[src/rtl/axis_rr_arbiter.sv]
// axis_rr_arbiter: round-robin merge of N_SRC AXI-Stream sources into one registered output stream.
// Define AXIS_ARB_BEAT_COUNT_EN to build the output beat counter; otherwise beat_count is tied to 0.
module axis_rr_arbiter #(
    parameter int N_SRC       = 4,
    parameter int DWIDTH      = 8,
    parameter int TID_WIDTH   = 8,
    parameter int PACKET_MODE = 1
) (
    input  logic                      axis_aclk,
    input  logic                      axis_aresetn,
    input  logic [N_SRC*DWIDTH-1:0]   s_axis_tdata,
    input  logic [N_SRC-1:0]          s_axis_tvalid,
    input  logic [N_SRC-1:0]          s_axis_tlast,
    output logic [N_SRC-1:0]          s_axis_tready,
    input  logic [N_SRC-1:0]          src_enable,
    output logic [DWIDTH-1:0]         m_axis_tdata,
    output logic                      m_axis_tvalid,
    output logic                      m_axis_tlast,
    output logic [TID_WIDTH-1:0]      m_axis_tid,
    input  logic                      m_axis_tready,
    output logic                      busy,
    output logic [31:0]               beat_count
);
    localparam int IW = $clog2(N_SRC);
    typedef enum logic {IDLE, LOCKED} state_t;
    state_t                state_q, state_d;
    logic [IW-1:0]         grant_q, grant_d, rr_q, rr_d, pick;
    logic [DWIDTH-1:0]     tdata_q, tdata_d;
    logic                  tvalid_q, tvalid_d, tlast_q, tlast_d;
    logic [TID_WIDTH-1:0]  tid_q, tid_d;
    logic [DWIDTH-1:0]     src_data [N_SRC];
    logic [N_SRC-1:0]      req;
    logic                  found, out_ready, accept;

    genvar i;
    generate
        for (i = 0; i < N_SRC; i++) begin : g_slice
            assign src_data[i] = s_axis_tdata[i*DWIDTH +: DWIDTH];
        end
    endgenerate

    assign req           = s_axis_tvalid & src_enable;
    assign out_ready     = !tvalid_q || m_axis_tready;
    assign accept        = (state_q == LOCKED) && s_axis_tvalid[grant_q] && out_ready;
    assign s_axis_tready = (state_q == LOCKED && out_ready) ? N_SRC'(1) << grant_q : '0;

    // First requester strictly after the last grant, wrapping modulo N_SRC.
    always_comb begin
        pick  = rr_q;
        found = 1'b0;
        for (int k = 1; k <= N_SRC; k++) begin
            if (!found && req[(int'(rr_q) + k) % N_SRC]) begin
                pick  = IW'((int'(rr_q) + k) % N_SRC);
                found = 1'b1;
            end
        end
    end

    always_comb begin
        state_d  = state_q;
        grant_d  = grant_q;
        rr_d     = rr_q;
        tdata_d  = tdata_q;
        tvalid_d = tvalid_q;
        tlast_d  = tlast_q;
        tid_d    = tid_q;
        if (state_q == IDLE && found) begin
            state_d = LOCKED;
            grant_d = pick;
            rr_d    = pick;
        end
        if (accept) begin
            tvalid_d = 1'b1;
            tdata_d  = src_data[grant_q];
            tlast_d  = s_axis_tlast[grant_q];
            tid_d    = TID_WIDTH'(grant_q);
            if (s_axis_tlast[grant_q] || PACKET_MODE == 0) state_d = IDLE;
        end else if (m_axis_tready) begin
            tvalid_d = 1'b0;
        end
    end

    always_ff @(posedge axis_aclk or negedge axis_aresetn) begin
        if (!axis_aresetn) begin
            state_q  <= IDLE;
            grant_q  <= '0;
            rr_q     <= IW'(N_SRC - 1);
            tdata_q  <= '0;
            tvalid_q <= 1'b0;
            tlast_q  <= 1'b0;
            tid_q    <= '0;
        end else begin
            state_q  <= state_d;
            grant_q  <= grant_d;
            rr_q     <= rr_d;
            tdata_q  <= tdata_d;
            tvalid_q <= tvalid_d;
            tlast_q  <= tlast_d;
            tid_q    <= tid_d;
        end
    end

    assign m_axis_tdata  = tdata_q;
    assign m_axis_tvalid = tvalid_q;
    assign m_axis_tlast  = tlast_q;
    assign m_axis_tid    = tid_q;
    assign busy          = state_q == LOCKED;

`ifdef AXIS_ARB_BEAT_COUNT_EN
    logic [31:0] count_q;
    always_ff @(posedge axis_aclk or negedge axis_aresetn) begin
        if (!axis_aresetn) count_q <= '0;
        else if (tvalid_q && m_axis_tready) count_q <= count_q + 32'd1;
    end
    assign beat_count = count_q;
`else
    assign beat_count = '0;
`endif
endmodule

[config.mk]
export PLATFORM = sky130hd
export DESIGN_NAME = axis_rr_arbiter
export DESIGN_NICKNAME = d
export VERILOG_FILES = /design/src/rtl/axis_rr_arbiter.sv
export SDC_FILE = /design/constraint.sdc
export NUM_CORES = 1
export LEC_CHECK = 0
export CAP_MARGIN = 20
export CELL_PAD_IN_SITES_DETAIL_PLACEMENT = 2
export CELL_PAD_IN_SITES_GLOBAL_PLACEMENT = 2
export CORE_UTILIZATION = 17
export DETAILED_ROUTE_END_ITERATION = 16
export PLACE_DENSITY = 0.82
export SLEW_MARGIN = 40
export SYNTH_ARGS = -nofsm -noshare
export SYNTH_HDL_FRONTEND = slang
export SYNTH_SLANG_ARGS = --single-unit
[constraint.sdc]
create_clock -name axis_aclk -period 1.9 [get_ports axis_aclk]
set_clock_uncertainty 0.15 [all_clocks]
set_input_delay 0.285 -clock axis_aclk [delete_from_list [all_inputs] [get_ports axis_aclk]]
set_output_delay 0.285 -clock axis_aclk [all_outputs]
set_load 0.01 [all_outputs]
==> summary.md, run 1 <==
| Metric | Value |
|---|---|
| CTS Buffer Depth | `2` |
| Hold Crit Class | `input pin to async pin` |
| Layout cells sized above 1 | `0.237` |
| Mean Syn Cell Area | `10.7 µm²` |
| Worst vdd ir | `0.000245 V` |
| Dpl cells | `304` |
| Post-CTS Hold Buffers | `0` |
| Setup ws final | `0.0458 ns` |
| Footprint of the multi-input gates | `778 µm²` |
| Port bufs | `63` |
| HPWL after DPL | `3.58 mm` |
| CTS tree | `done` |
| RSZ-0062 raised after global routing | `no` |
| Max_cap viols | `0` |
| Final layout net count | `255` |
| Path type of the worst setup path | `input pin to flip-flop` |
| Die W | `92.6 µm` |
| Post-DRT Antenna Nets | `0` |
| Final hold vios | `0` |
| Total gr overflow | `0` |
| Final setup TNS | `0 ns` |
| Via density | `3.88` |
| Initial core utilization | `0.178` |
| Via Count | `1198` |
| Fin util | `0.273` |
| # setup viols final | `0` |
| Post-route insts no fill | `309` |
| CP max FO | `5` |
| Clk slew on worst S/H paths | `0.07 ns` |
| Tcrit/Tclk final | `0.976` |
| Sequential element share of the synthesized area | `0.306` |
| FF/Latch Area | `430 µm²` |
| Mapped Cells | `130` |
| Worst setup SP type | `input pin` |
| CTS H-tree depth | `1` |
| Initial antenna violation count | `0` |
| Crit path time final | `1.85 ns` |
| Synth-to-layout area growth | `53.2%` |
| DRC Markers | `0` |
| # Post-CTS Setup Buffers | `0` |
| Largest net degree at the start of global routing | `18` |
| Total track usage | `0.102` |
| Post-route cell area | `0.00214 mm²` |
| Core Region | `0.00785 mm²` |
| Ports | `102` |
| Routed Wire Length | `4.38 mm` |
| Clock Sinks | `17` |
| Mapped cell area | `0.00140 mm²` |
| P_leak | `0.923 nW` |
| Clk root buf | `clkbuf_8` |
| First-pass GRT wire length | `6.81 mm` |
| Ant. Diodes | `0` |
| Dpl cell area | `0.00207 mm²` |
| Fill cells | `900` |
| Data required time of the worst path | `1.88 ns` |
| DR WL/cell | `14.2 µm` |
| Dpl ws | `-0.279 ns` |
| Vias in the first global route | `1301` |
| Drt pass-1 iters | `4` |
| Power per cell area | `1250 mW/mm²` |
| Worst Path Arrival | `1.84 ns` |
| Die Y | `92.6 µm` |
| Maximum operating frequency | `539 MHz` |
| Synth cell types | `38` |
| Later-pin clock latency in the skew report | `0.25 ns` |
| Site row count | `32` |
| Die area | `0.00858 mm²` |
| Status | `complete, no violations` |
| Pins Over Slew Limit | `0` |
| GP Congestion | `0.745` |
| Synth warn | `0` |
| CP Capture Type | `flip-flop` |
| #FFs+latches synth | `17` |
| DR iter-0 viols | `21` |
| Total CTS buffers | `3` |
area by class of cell:
cell class	instances	area share
multi-input combinational	104	0.364
sequential	17	0.201
clock buffer	3	0.0193
inverter	3	0.00526
timing repair buffer	79	0.349
clock inverter	1	0.00234
tap	102	0.0596
registers in the layout, summed over array words and instances, names as in the netlist:
name,cells
m_axis_tdata,8
grant_q,2
m_axis_tid,2
rr_q,2
busy,1
m_axis_tlast,1
m_axis_tvalid,1
critical path: stages:
cell             delay, ns
clkdlybuf4s50_1       0.47
mux4_2                0.57
nand3_2               0.20
mux2_4                0.32
layout by cell type (no fill, tap or decap), types with 3 or more instances in the layout:
cell	instances
a21oi_1	3
buf_4	16
clkbuf_8	3
clkdlybuf4s50_1	59
conb_1	38
dfrtp_1	13
dlygate4sd2_1	3
inv_1	3
mux2_2	6
mux2_4	4
mux4_2	9
nand2_1	8
nor2_1	6
o21ai_0	3
o22ai_1	3
power breakdown:
group          internal, W  leakage (nW)  switching, W  total, W
clock network     0.000145        0.0255      0.000127  0.000272
logic             0.000956         0.703      0.000685   0.00164
registers         0.000568         0.194      0.000185  0.000752
total              0.00167         0.923      0.000997   0.00267
final timing paths:
kind                                          startpoint                          end  slack (ns)  cells after the start
worst max register to register    grant_q[1]$_DFFE_PN0P_  m_axis_tdata[3]$_DFFE_PN0P_        0.11                      3
worst max-delay path                    s_axis_tvalid[1]  m_axis_tdata[3]$_DFFE_PN0P_        0.05                      4
worst min-delay path                        axis_aresetn    m_axis_tvalid$_DFFE_PN0P_        0.21                      2
max in group asynchronous                   axis_aresetn          rr_q[1]$_DFFE_PN1P_        1.13                      2
min in group axis_aclk          m_axis_tlast$_DFFE_PN0P_     m_axis_tlast$_DFFE_PN0P_        0.36                      2
worst min register to register  m_axis_tlast$_DFFE_PN0P_     m_axis_tlast$_DFFE_PN0P_        0.36                      2
Yosys cell counts, drive strengths merged:
library cell	count	area share
conb	1	0.0027
nand3b	1	0.0054
o22a	1	0.0063
dfstp	2	0.038
inv	3	0.0081
clkbuf	1	0.0027
o22ai	3	0.013
a22oi	1	0.0054
o211ai	1	0.0054
nor2	6	0.016
o221ai	1	0.0063
a22o	1	0.0063
or2	1	0.0045
a221oi	1	0.0063
nand2b	1	0.0045
mux2i	1	0.0072
dfrtp	15	0.27
a21oi	3	0.011
a31oi	1	0.0045
nand3	3	0.020
o21ai	3	0.011
o311a	1	0.0072
nand2	8	0.022
a21o	1	0.0054
buf	43	0.24
mux2	10	0.091
a222oi	1	0.0072
mux4	9	0.15
o2bb2ai	1	0.0063
and2	1	0.0045
nor3	2	0.0072
nor2b	1	0.0045
or3b	1	0.0063
stage by stage:
| step | total power [W] | hold WS [ns] |
|---|---|---|
| finish | 0.00267 | 0.208 |
| floorplan | 0.00176 | -0.161 |
| CTS | 0.00269 | 0.214 |
| global route | 0.00286 | 0.233 |
| detailed placement | 0.00241 | 0.356 |
| global placement | 0.00235 | 0.318 |
logic make-up after synthesis:
kind of cell    synth area share
simple gates              0.0941
mux                        0.244
compound gates             0.101
buf+inv                    0.252
flops                      0.306
other cells              0.00269
timing repair:
action,in CTS,in global routing
pin swaps,1,1
gates resized for setup,7,3
endpoints found under the setup margin,5,6
gates cloned,0,1
routing by layer:
metal  vias up  global-route usage  routed length (µm)
met3         2              0.0181                 332
met2        64               0.186                2140
met4         0              0.0192                  10
li1        544                   -                   -
met5         -                   0                   0
met1       588               0.125                1900
Note: power is estimated with default switching activity, not from simulation.
==> inputs of run 2 (changes only) <==
--- a/config.mk
+++ b/config.mk
@@ -9,6 +9,7 @@
 export CELL_PAD_IN_SITES_DETAIL_PLACEMENT = 2
 export CELL_PAD_IN_SITES_GLOBAL_PLACEMENT = 2
 export CORE_UTILIZATION = 17
+export CTS_BUF_LIST = sky130_fd_sc_hd__clkbuf_8
 export DETAILED_ROUTE_END_ITERATION = 16
 export PLACE_DENSITY = 0.82
 export SLEW_MARGIN = 40
==> results of run 2 <==
Final layout, timing and power as in run 1 (identical DEF).
==> inputs of run 3 (changes only) <==
--- a/config.mk
+++ b/config.mk
@@ -8,6 +8,7 @@
 export CAP_MARGIN = 20
 export CELL_PAD_IN_SITES_DETAIL_PLACEMENT = 2
 export CELL_PAD_IN_SITES_GLOBAL_PLACEMENT = 2
+export CORE_MARGIN = 8
 export CORE_UTILIZATION = 17
 export CTS_BUF_LIST = sky130_fd_sc_hd__clkbuf_8
 export DETAILED_ROUTE_END_ITERATION = 16
==> run 3 against run 2 <==
Net effect:
- sequential power is 2% lower
- cell count is 1.3% higher
- clock power is essentially flat
- worst hold slack gained 0.012 ns
- via count about the same
- core utilization fell by 0.84 points
- critical endpoint is now m_axis_tid[0]$_DFFE_PN0P_
==> summary.md, run 3 (synthesized netlist as in run 1, its figures left out) <==
| Metric | Value |
|---|---|
| CTS tree | `done` |
| Post-route insts no fill | `313` |
| Family with the most delay on the worst path | `multiplexers` |
| CP startpoint | `s_axis_tvalid[0]` |
| DR iter-0 viols | `23` |
| Ant. Diodes | `0` |
| Initial core utilization | `0.173` |
| Post-route cell area | `0.00214 mm²` |
| Via Count | `1197` |
| GR Util met1 | `0.0993` |
| Synth-to-layout area growth | `53.1%` |
| Worst Path Arrival | `1.83 ns` |
| CP max stage cell | `mux4_2` |
| CP Buf/Inv Count | `1` |
| Status | `complete, no violations` |
| Tcrit/Tclk final | `0.970` |
| Power per cell area | `1260 mW/mm²` |
| Crit path time final | `1.84 ns` |
| Via density | `3.82` |
| # setup viols final | `0` |
| Initial antenna violation count | `0` |
| Site row count | `33` |
| Post-CTS Hold Buffers | `0` |
| Commonest non-fill, non-tap cell in the layout | `clkdlybuf4s50_1` |
| RSZ-0062 raised after global routing | `no` |
| Core Region | `0.00809 mm²` |
| DR WL/cell | `16.0 µm` |
| Path type of the worst setup path | `input pin to flip-flop` |
| Pwr Total | `0.00270 W` |
| Final hold vios | `0` |
| Clk slew on worst S/H paths | `0.07 ns` |
| Largest net degree at the start of global routing | `18` |
| Post-DRT Antenna Nets | `0` |
| Total gr overflow | `0` |
| Setup ws final | `0.0574 ns` |
| Final layout net count | `256` |
| Die W | `107 µm` |
| Total track usage | `0.0839` |
| Later-pin clock latency in the skew report | `0.25 ns` |
| HPWL after DPL | `4.30 mm` |
| Critical R2R Launch | `grant_q[1]$_DFFE_PN0P_` |
| Cell Chain, Critical Path | `clkdlybuf4s50_1 > mux4_2 > nand3_4 > mux2_2` |
| Fin util | `0.264` |
| Dpl cell area | `0.00208 mm²` |
| GP Congestion | `0.754` |
| DRC Markers | `0` |
| Drt pass-1 iters | `4` |
| CP Capture Type | `flip-flop` |
| Clk root buf | `clkbuf_8` |
| Port bufs | `63` |
| Die area | `0.0114 mm²` |
| First-pass GRT wire length | `7.74 mm` |
| Routed Wire Length | `5.00 mm` |
| Max_cap viols | `0` |
| Critical Path Max Stage Delay | `0.57 ns` |
| Die Y | `107 µm` |
| Hold Crit Class | `input pin to async pin` |
| Global routing's busiest layer | `met2` |
| Met2 GRT Util | `0.143` |
| Commonest non-fill, non-tap cells in the layout | `59 x clkdlybuf4s50_1, 38 x conb_1, 17 x buf_4, 15 x dfrtp_1, 9 x mux4_2` |
| Layout cells sized above 1 | `0.240` |
| CP max FO | `5` |
| CTS Buffer Depth | `2` |
| Data required time of the worst path | `1.89 ns` |
| P_leak | `0.911 nW` |
| Clock Sinks | `17` |
| CTS H-tree depth | `1` |
| Dpl ws | `-0.269 ns` |
| Ports | `102` |
| Max reg flops | `8` |
| Maximum operating frequency | `543 MHz` |
| Grt met3 use | `0.0306` |
| Worst vdd ir | `0.000276 V` |
| Worst setup SP type | `input pin` |
| Pins Over Slew Limit | `0` |
| Total CTS buffers | `3` |
| Vias in the first global route | `1413` |
| Dpl cells | `307` |
-- run 3: cell count changes in the layout (fill, tap and decap cells not counted), moves of 2 or more --
cell           change
clkbuf_2           +3
dfrtp_1            +2
dfrtp_2            -2
dlygate4sd2_1      -3
nand3_2            -2
-- run 3: per-layer routing --
metal / routed length, µm / part of all wire
met3: 412 / 0.082
met1: 2130 / 0.43
met2: 2440 / 0.49
met5: 0 / 0
met4: 15 / 0.0030
-- run 3: final cells by class --
type / instances / area (µm²)
well taps: 105 / 131
fillers: 943 / 5950
clock buffers: 3 / 41.3
inverters: 3 / 11.3
flip-flops and latches: 17 / 428
repair buffers: 80 / 743
multi-input cells: 104 / 778
clock inverters: 1 / 5.00
-- run 3: final timing paths --
kind	slack (ns)	to	cells after the start
setup / recovery	0.06	m_axis_tid[0]$_DFFE_PN0P_	4
hold / removal	0.22	m_axis_tdata[6]$_DFFE_PN0P_	2
max in group asynchronous	1.12	rr_q[1]$_DFFE_PN1P_	2
min in group axis_aclk	0.36	m_axis_tlast$_DFFE_PN0P_	2
setup reg to reg	0.08	m_axis_tid[0]$_DFFE_PN0P_	3
hold reg to reg	0.36	m_axis_tlast$_DFFE_PN0P_	2
-- run 3: timing repair --
action,4_1_cts,5_1_grt
gates cloned,0,1
setup buffers,0,1
gates resized for setup,4,10
pin swaps,0,2
endpoints found under the setup margin,4,11
-- run 3: power by group --
part           switching, W  leakage, nW  internal (W)
registers          0.000172        0.196      0.000563
clock network      0.000124       0.0255      0.000145
logic              0.000706        0.689      0.000990
total               0.00100        0.911       0.00170
-- run 3: through the flow --
stage          hold slack [ns]  TNS, ns
2_1_floorplan           -0.161        0
3_3_place_gp             0.311    -3.54
3_5_place_dp             0.346    -4.32
4_1_cts                  0.233        0
5_1_grt                  0.240        0
6_report                 0.220        0
